--- src/rtl/ip_hdr_checker_fallthrough_small_fifo.sv ---
// First-word-fall-through FIFO holding header-check result records.
module fallthrough_small_fifo #(
  parameter int WIDTH = 28,
  parameter int DEPTH = 4
) (
  input  logic             clk,
  input  logic             reset,
  input  logic [WIDTH-1:0] din,
  input  logic             wr_en,
  input  logic             rd_en,
  output logic [WIDTH-1:0] dout,
  output logic             empty,
  output logic             full
);
  localparam int AW = $clog2(DEPTH);

  logic [WIDTH-1:0] mem [DEPTH];
  logic [AW-1:0]    wr_ptr, rd_ptr;
  logic [AW:0]      count;
  logic             do_wr, do_rd;

  assign empty = (count == '0);
  assign full  = (count == (AW + 1)'(DEPTH));
  assign dout  = mem[rd_ptr];
  // When full, a simultaneous pop frees the head slot that the write lands in.
  assign do_wr = wr_en && (!full || rd_en);
  assign do_rd = rd_en && !empty;

  always_ff @(posedge clk or posedge reset) begin
    if (reset) begin
      mem    <= '{default: '0};
      wr_ptr <= '0;
      rd_ptr <= '0;
      count  <= '0;
    end else begin
      if (do_wr) begin
        mem[wr_ptr] <= din;
        wr_ptr      <= wr_ptr + 1'b1;
      end
      if (do_rd) rd_ptr <= rd_ptr + 1'b1;
      case ({do_wr, do_rd})
        2'b10:   count <= count + (AW + 1)'(1);
        2'b01:   count <= count - (AW + 1)'(1);
        default: count <= count;
      endcase
    end
  end
endmodule

--- config.mk ---
export PLATFORM = sky130hd
export DESIGN_NAME = fallthrough_small_fifo
export DESIGN_NICKNAME = d
export VERILOG_FILES = /design/src/rtl/ip_hdr_checker_fallthrough_small_fifo.sv
export SDC_FILE = /design/constraint.sdc
export NUM_CORES = 1
export LEC_CHECK = 0
export ABC_AREA = 0
export CAP_MARGIN = 30
export CORE_ASPECT_RATIO = 0.7
export CORE_UTILIZATION = 55
export CTS_CLUSTER_DIAMETER = 30
export CTS_CLUSTER_SIZE = 16
export DETAILED_ROUTE_END_ITERATION = 8
export HOLD_SLACK_MARGIN = 0.06
export PLACE_DENSITY = 0.81
export SKIP_CTS_REPAIR_TIMING = 1
export SYNTH_ARGS = -nofsm -noshare
export SYNTH_HDL_FRONTEND = slang
export SYNTH_SLANG_ARGS = --single-unit
--- constraint.sdc ---
create_clock -name clk -period 10.4 [get_ports clk]
set_input_delay 2.08 -clock clk [delete_from_list [all_inputs] [get_ports clk]]
set_output_delay 2.08 -clock clk [all_outputs]
set_load 0.05 [all_outputs]
==> results_dict.tcl, run 1 <==
set metrics [dict create \
    synthToLayoutAreaGrowth_pct 25.1 \
    final_net_count 416 \
    cts_buffer_depth 2 \
    worstPathArrival_ns 2.64 \
    pin_count 62 \
    fin_crit_sh_pct 45.4 \
    synth_commonest_cells "119 x dfrtp_1, 113 x mux2_2, 28 x mux4_2" \
    ff_latch_area_um2 2980 \
    ant_nets 0 \
    core_um2 9180 \
    initial_core_util_pct 57.3 \
    synth_area_per_cell_um2 17.1 \
    io_buffers 61 \
    numCtsBuffers 17 \
    first_pass_iters 4 \
    root_buffer "clkbuf_16" \
    slowest_delay_ns 0.75 \
    grtUsageTotal_pct 22.7 \
    crit_fanout 17 \
    async_reset_ff_share_pct 100 \
    synth_top_area_share_pct 56.6 \
    drtIter0Drc 134 \
    die_x_um 119 \
    hold_viol_final 0 \
    whs_ns 0.497 \
    drv_cap 0 \
    synthFlopType "dfrtp_1" \
    relSlewSlack_pct 35.8 \
    synthCells 308 \
    worstSetupPathType "flop to output pin" \
    clock_latency_ns 0.41 \
    grt_max_degree 76 \
    diodes 0 \
    grt_pass1_wl_um 16800 \
    synth.net_count 346 \
    min_path_type "flop to flop" \
    syn_area_um2 5260 \
    cp.required_ns 8.32 \
    antenna_found_initial 0 \
    first_global_vias 3172 \
    multiInputGateArea_um2 2170 \
    clock-sinks 119 \
    synth-seq-area-share_pct 56.6 \
    fill_cells 588 \
    die_y_um 83.9 \
    synth_warnings 0 \
    cts_tree "yes" \
    grt_overflow 0 \
    synth_top_area_cell "dfrtp_1" \
    finalMaxSlewViolations 0 \
    worst_pin_slew_ns 0.960 \
    wl_per_cell_um 18.7 \
    viasPerCell 5.56 \
    dieArea_um2 9970 \
    synthDistinctLibCells 20 \
    cp_cell_sequence "buf_4 -> mux4_2 -> clkdlybuf4s50_1" \
    cp-end-kind "output pin" \
    path_buf_inv 2 \
    drc_errors 0 \
    crit_family "buffers and inverters" \
    status "completed" \
    num_vias 2862 \
    synth_most_common_cell "dfrtp_1" \
    synth_edf_count 0 \
    crit_slowest_cell "dfrtp_1" \
    ys_ff_latch 119 \
    rows 29 \
    clkTransAtPathRegs_ns 0.05 \
    synthTopCellsByArea "dfrtp_1 57%, mux2_2 24%, mux4_2 12%" \
    htreeDepth 4 \
    finalCriticalPeriod_ns 4.72 \
    gp_congestion 0.704 \
    tns_ns 0 \
    fmax_ghz 0.212 \
    setup_viol 0 \
    fin_skew_ns 0.00465 \
    start_kind "flop" \
    hpwl_um 5970 \
    wirelength_um 9620 \
    rsz0062_at_grt "no" \
    final_layout_size_suffix_gt1_share_pct 46.5 \
]
-- cells by family (layout without fill, tap and decap cells) --
kind of cell / Yosys count / after routing / synth area share (%)
compound gates: 1 / 1 / 0.166
buf+inv: 20 / 103 / 2.66
simple gates: 14 / 14 / 1.69
mux: 142 / 142 / 36.3
fa+ha+maj: 6 / 6 / 1.57
xor+xnor: 6 / 6 / 0.999
flops: 119 / 119 / 56.6
-- metrics by stage --
stage                     util [%]  cell area, um^2  std cells  worst slack (ns)
final                         71.7             6580        515              5.68
after global routing          71.7             6580        515              5.60
after CTS                     71.7             6580        515              5.64
after detailed placement      65.3             6000        483              5.85
after global placement        64.8             5950        481              5.87
after floorplan                  -             5260        308              5.16
-- metal layers --
layer	routed length [um]	global-route usage, %
met5	0	0
met4	110	8.29
met3	468	7.31
met2	4520	34.1
met1	4520	31.3
-- flip-flops by register name, indices dropped and copies added, names as in the netlist --
| register | flops |
|---|---|
| mem | 112 |
| count | 3 |
| rd_ptr | 2 |
| wr_ptr | 2 |
-- final cells by class --
| class | instances | area share, % |
|---|---|---|
| sequential | 119 | 45.2 |
| clock inverter | 9 | 1.48 |
| multi-input combinational | 169 | 32.9 |
| inverter | 6 | 0.380 |
| timing repair buffer | 65 | 10.2 |
| tap | 124 | 2.36 |
| clock buffer | 23 | 7.41 |
-- worst paths after layout --
check | start | end | slack, ns | cells past startpoint
worst min register to register | mem[17] | mem[17] | 0.50 | 1
worst max register to register | count[0] | count[2] | 7.89 | 8
worst min-delay path | mem[17] | mem[17] | 0.50 | 1
worst max-delay path | rd_ptr[1] | dout[1] | 5.68 | 3
min in group asynchronous | reset | mem[102] | 2.04 | 2
max in group asynchronous | reset | rd_ptr[0] | 7.39 | 4
-- cell usage in the layout, fill, tap and decap left out --
cell type        count
and3_1               1
clkbuf_16           17
mux2i_1              1
bufinv_16            2
dfrtp_2              1
mux2_2             113
xor2_1               3
clkdlybuf4s50_1     61
inv_4                1
inv_1                5
nor2_1               1
clkbuf_1             2
fa_1                 1
clkinv_2             6
nand2b_1             1
ha_1                 5
buf_16               1
nand2_1              5
nor4b_4              1
nor2_4               4
clkbuf_8             4
dfrtp_1            118
o31a_1               1
nor3_1               1
mux4_2              28
buf_4                2
xnor2_1              3
clkinvlp_4           1
buf_12               1
Power of run 1 is not shown: default switching activity piles up to over one toggle a cycle in this logic, so the estimate is an artifact.
==> run 2, diff against run 1 <==
Clock period 10.4 ns to 4.6 ns, I/O delays scaled along.
==> results_dict.tcl, run 2 (synthesis gave the netlist of run 1 again) <==
set metrics [dict create \
    crit_fanout 13 \
    min_from "mem[46]" \
    relSlewSlack_pct 36.5 \
    post-route-util_pct 70.8 \
    antenna_found_initial 0 \
    largest_reg_flops 112 \
    final_net_count 416 \
    numCtsBuffers 17 \
    drv_cap 0 \
    hpwl_um 5880 \
    wirelength_um 9800 \
    gp_congestion 0.705 \
    tns_ns 0 \
    num_vias 2848 \
    cts_tree "yes" \
    finalMaxSlewViolations 0 \
    reg.largest.list "mem x112, count x3" \
    cp.required_ns 3.68 \
    grt_overflow 0 \
    final_common_cell "dfrtp_1" \
    final_layout_size_suffix_gt1_share_pct 45.5 \
    grt_max_degree 82 \
    fin_crit_sh_pct 77.1 \
    die_x_um 119 \
    finalCriticalPeriod_ns 3.55 \
    cp-end-kind "output pin" \
    core_um2 9180 \
    fill_cells 593 \
    largest_register "mem" \
    rsz0062_at_grt "no" \
    grt_pass1_wl_um 16600 \
    clkTransAtPathRegs_ns 0.05 \
    drtIter0Drc 140 \
    io_buffers 61 \
    die_y_um 83.9 \
    reg2reg_depth 8 \
    fmax_ghz 0.282 \
    ant_nets 0 \
    fin_skew_ns 0.00521 \
    min_path_cells 1 \
    min_path_type "flop to flop" \
    hold_viol_final 0 \
    htreeDepth 4 \
    cts_buffer_depth 2 \
    start_kind "flop" \
    first_pass_iters 4 \
    setup_viol 0 \
    initial_core_util_pct 57.3 \
    clock_latency_ns 0.40 \
    layout_common_cells "118 x dfrtp_1, 113 x mux2_2, 61 x clkdlybuf4s50_1" \
    rows 29 \
    placed_area_um2 5980 \
    dieArea_um2 9970 \
    worstPathArrival_ns 2.63 \
    reg2reg_from "count[0]" \
    synthToLayoutAreaGrowth_pct 23.4 \
    viasPerCell 5.55 \
    status "completed" \
    first_global_vias 3153 \
    hold_end "mem[46]" \
    drc_errors 0 \
    grtUsageTotal_pct 22.5 \
    clock-sinks 119 \
    rrSetupSlack_ns 2.10 \
    wl_per_cell_um 19.1 \
    design_area_um2 6500 \
    root_buffer "clkbuf_16" \
    reg2reg_to "count[2]" \
    pin_count 62 \
    worst_pin_slew_ns 0.951 \
    worstSetupPathType "flop to output pin" \
    diodes 0 \
]
==> run 2: worst max path at each step <==
stage               from       end  depth (start not counted)  slack [ns]
6_report       rd_ptr[0]   dout[6]                          3        1.05
5_1_grt        rd_ptr[0]   dout[6]                          3        0.93
4_1_cts        rd_ptr[0]   dout[6]                          3        0.99
3_5_place_dp       rd_en  count[2]                          9        1.19
3_3_place_gp       rd_en  count[2]                          9        1.32
2_1_floorplan      reset  count[0]                          1        0.52
==> run 2: layout make-up <==
cell class	instances	area [um^2]	area share (%)
clock buffer	26	499	7.68
clock inverter	4	20.0	0.308
inverter	6	25.0	0.385
multi-input combinational	169	2170	33.3
sequential	119	2980	45.9
tap	124	155	2.39
timing repair buffer	65	653	10.1
==> run 2: per-stage QoR <==
step,hold WS (ns),std cells,worst slack [ns]
3_5_place_dp,0.491,483,1.19
4_1_cts,0.503,513,0.995
2_1_floorplan,0.475,308,0.523
5_1_grt,0.515,513,0.929
3_3_place_gp,0.484,483,1.32
6_report,0.498,513,1.05
==> run 2: critical path: stages (launching register included) <==
cell	delay (ns)
dfrtp_2	0.57
buf_4	0.35
mux4_2	0.57
clkdlybuf4s50_1	0.73
==> run 2: per-layer routing <==
layer / share of wire (%) / GRT usage, % / vias up
met5: 0 / 0 / -
met3: 4.4 / 7.79 / 11
met4: 1.3 / 7.71 / 0
li1: - / - / 1284
met2: 48 / 33.5 / 55
met1: 46 / 31.1 / 1498
Power of run 2 is left out for the same reason.
==> run 3, diff against run 2 <==
Settings changed: CORE_UTILIZATION 55 to 50, PLACE_DENSITY 0.81 to 0.77.
Clock period 4.6 ns to 3.1 ns, I/O delays scaled along.
==> results_dict.tcl, run 3 (synthesis gave the netlist of run 1 again) <==
set metrics [dict create \
    reg2reg_depth 8 \
    grtUsageTotal_pct 20.9 \
    largest_register "mem" \
    largest_reg_flops 112 \
    status "completed" \
    final_common_cell "dfrtp_1" \
    cts_tree "yes" \
    final_net_count 420 \
    drc_errors 0 \
    rsz0062_at_grt "no" \
    clock_latency_ns 0.40 \
    hpwl_um 6130 \
    final_layout_size_suffix_gt1_share_pct 54.2 \
    cp_cell_sequence "buf_12 -> mux4_2 -> buf_12" \
    drtIter0Drc 225 \
    numCtsBuffers 17 \
    crit_slowest_cell "mux4_2" \
    dpl_worst_slack_ns 0.379 \
    core_um2 9950 \
    drv_cap 0 \
    relSlewSlack_pct 57.8 \
    dieArea_um2 10900 \
    fin_skew_ns 0.00770 \
    min_from "mem[42]" \
    wl_per_cell_um 19.6 \
    first_pass_iters 4 \
    wirelength_um 10200 \
    antenna_found_initial 0 \
    finalMaxSlewViolations 0 \
    rows 30 \
    ant_nets 0 \
    post-route-util_pct 70.0 \
    worst_pin_slew_ns 0.632 \
    reg2reg_from "count[1]" \
    crit_fanout 24 \
    hold_end "mem[42]" \
    start_kind "flop" \
    num_vias 2936 \
    htreeDepth 4 \
    worstSetupPathType "flop to output pin" \
    root_buffer "clkbuf_16" \
    hold_viol_final 0 \
    die_y_um 87.8 \
    min_path_cells 1 \
    viasPerCell 5.61 \
    clkTransAtPathRegs_ns 0.05 \
    reg.largest.list "mem x112, count x3" \
    die_x_um 125 \
    min_path_type "flop to flop" \
    met1_usage_pct 29.3 \
    diodes 0 \
    worst_path_most_repeated_cell "buf_12" \
    grt_overflow 0 \
    rrSetupSlack_ns 0.96 \
    use_met3_pct 6.11 \
    fmax_ghz 0.383 \
    synthToLayoutAreaGrowth_pct 32.3 \
    reg2reg_to "count[2]" \
    first_global_vias 3186 \
    met2_usage_pct 31.7 \
    clock-sinks 119 \
    slowest_delay_ns 0.60 \
    setup_ws_ns 0.488 \
    tns_ns 0 \
    fin_crit_sh_pct 84.3 \
    gp_congestion 0.729 \
    cts_buffer_depth 2 \
    grt_pass1_wl_um 17100 \
    worstPathArrival_ns 1.99 \
    pin_count 62 \
    io_buffers 61 \
    initial_core_util_pct 52.9 \
    cp.required_ns 2.48 \
    setup_viol 0 \
    grt_max_degree 120 \
    layout_common_cells "118 x dfrtp_1, 113 x mux2_2, 33 x clkdlybuf4s50_1, 33 x buf_12, 28 x mux4_2" \
    cp-end-kind "output pin" \
    finalCriticalPeriod_ns 2.61 \
    grt_busiest_layer "met2" \
]
## run 3: how the worst max path moves through the flow
| stage | from | to | slack, ns |
|---|---|---|---|
| global route | rd_ptr[0] | dout[24] | 0.40 |
| floorplan | rd_en | count[2] | 0.86 |
| global placement | rd_en | count[2] | 0.51 |
| CTS | rd_ptr[0] | dout[24] | 0.44 |
| detailed placement | rd_en | count[2] | 0.38 |
| finish | rd_ptr[0] | dout[24] | 0.49 |
## run 3: area by class of cell
class | instances | area, um^2
Clock buffer | 24 | 502
Multi-Input combinational cell | 169 | 2170
Tap cell | 128 | 160
Fill cell | 643 | 2980
Timing Repair Buffer | 69 | 1010
Clock inverter | 8 | 118
Inverter | 6 | 26.3
Sequential cell | 119 | 2980
## run 3: critical path: cells and delay by family (launching register included)
kind     cells  cell delay [ns]
buf+inv      2             0.45
flops        1             0.52
mux          1             0.60
## run 3: routing by layer
metal	vias up	routed length (um)	share of wire [%]
met2	66	4800	47
met5	-	0	0
met1	1576	4880	48
met4	0	93	0.91
met3	9	462	4.5
li1	1285	-	-
## run 3: through the flow
step           instance area, um^2  hold slack, ns  std cells
3_3_place_gp                  6340           0.484        491
3_5_place_dp                  6340           0.492        491
6_report                      6960           0.500        523
5_1_grt                       6960           0.515        523
4_1_cts                       6960           0.504        523
2_1_floorplan                 5270           0.475        308
Power of run 3 is left out for the same reason.
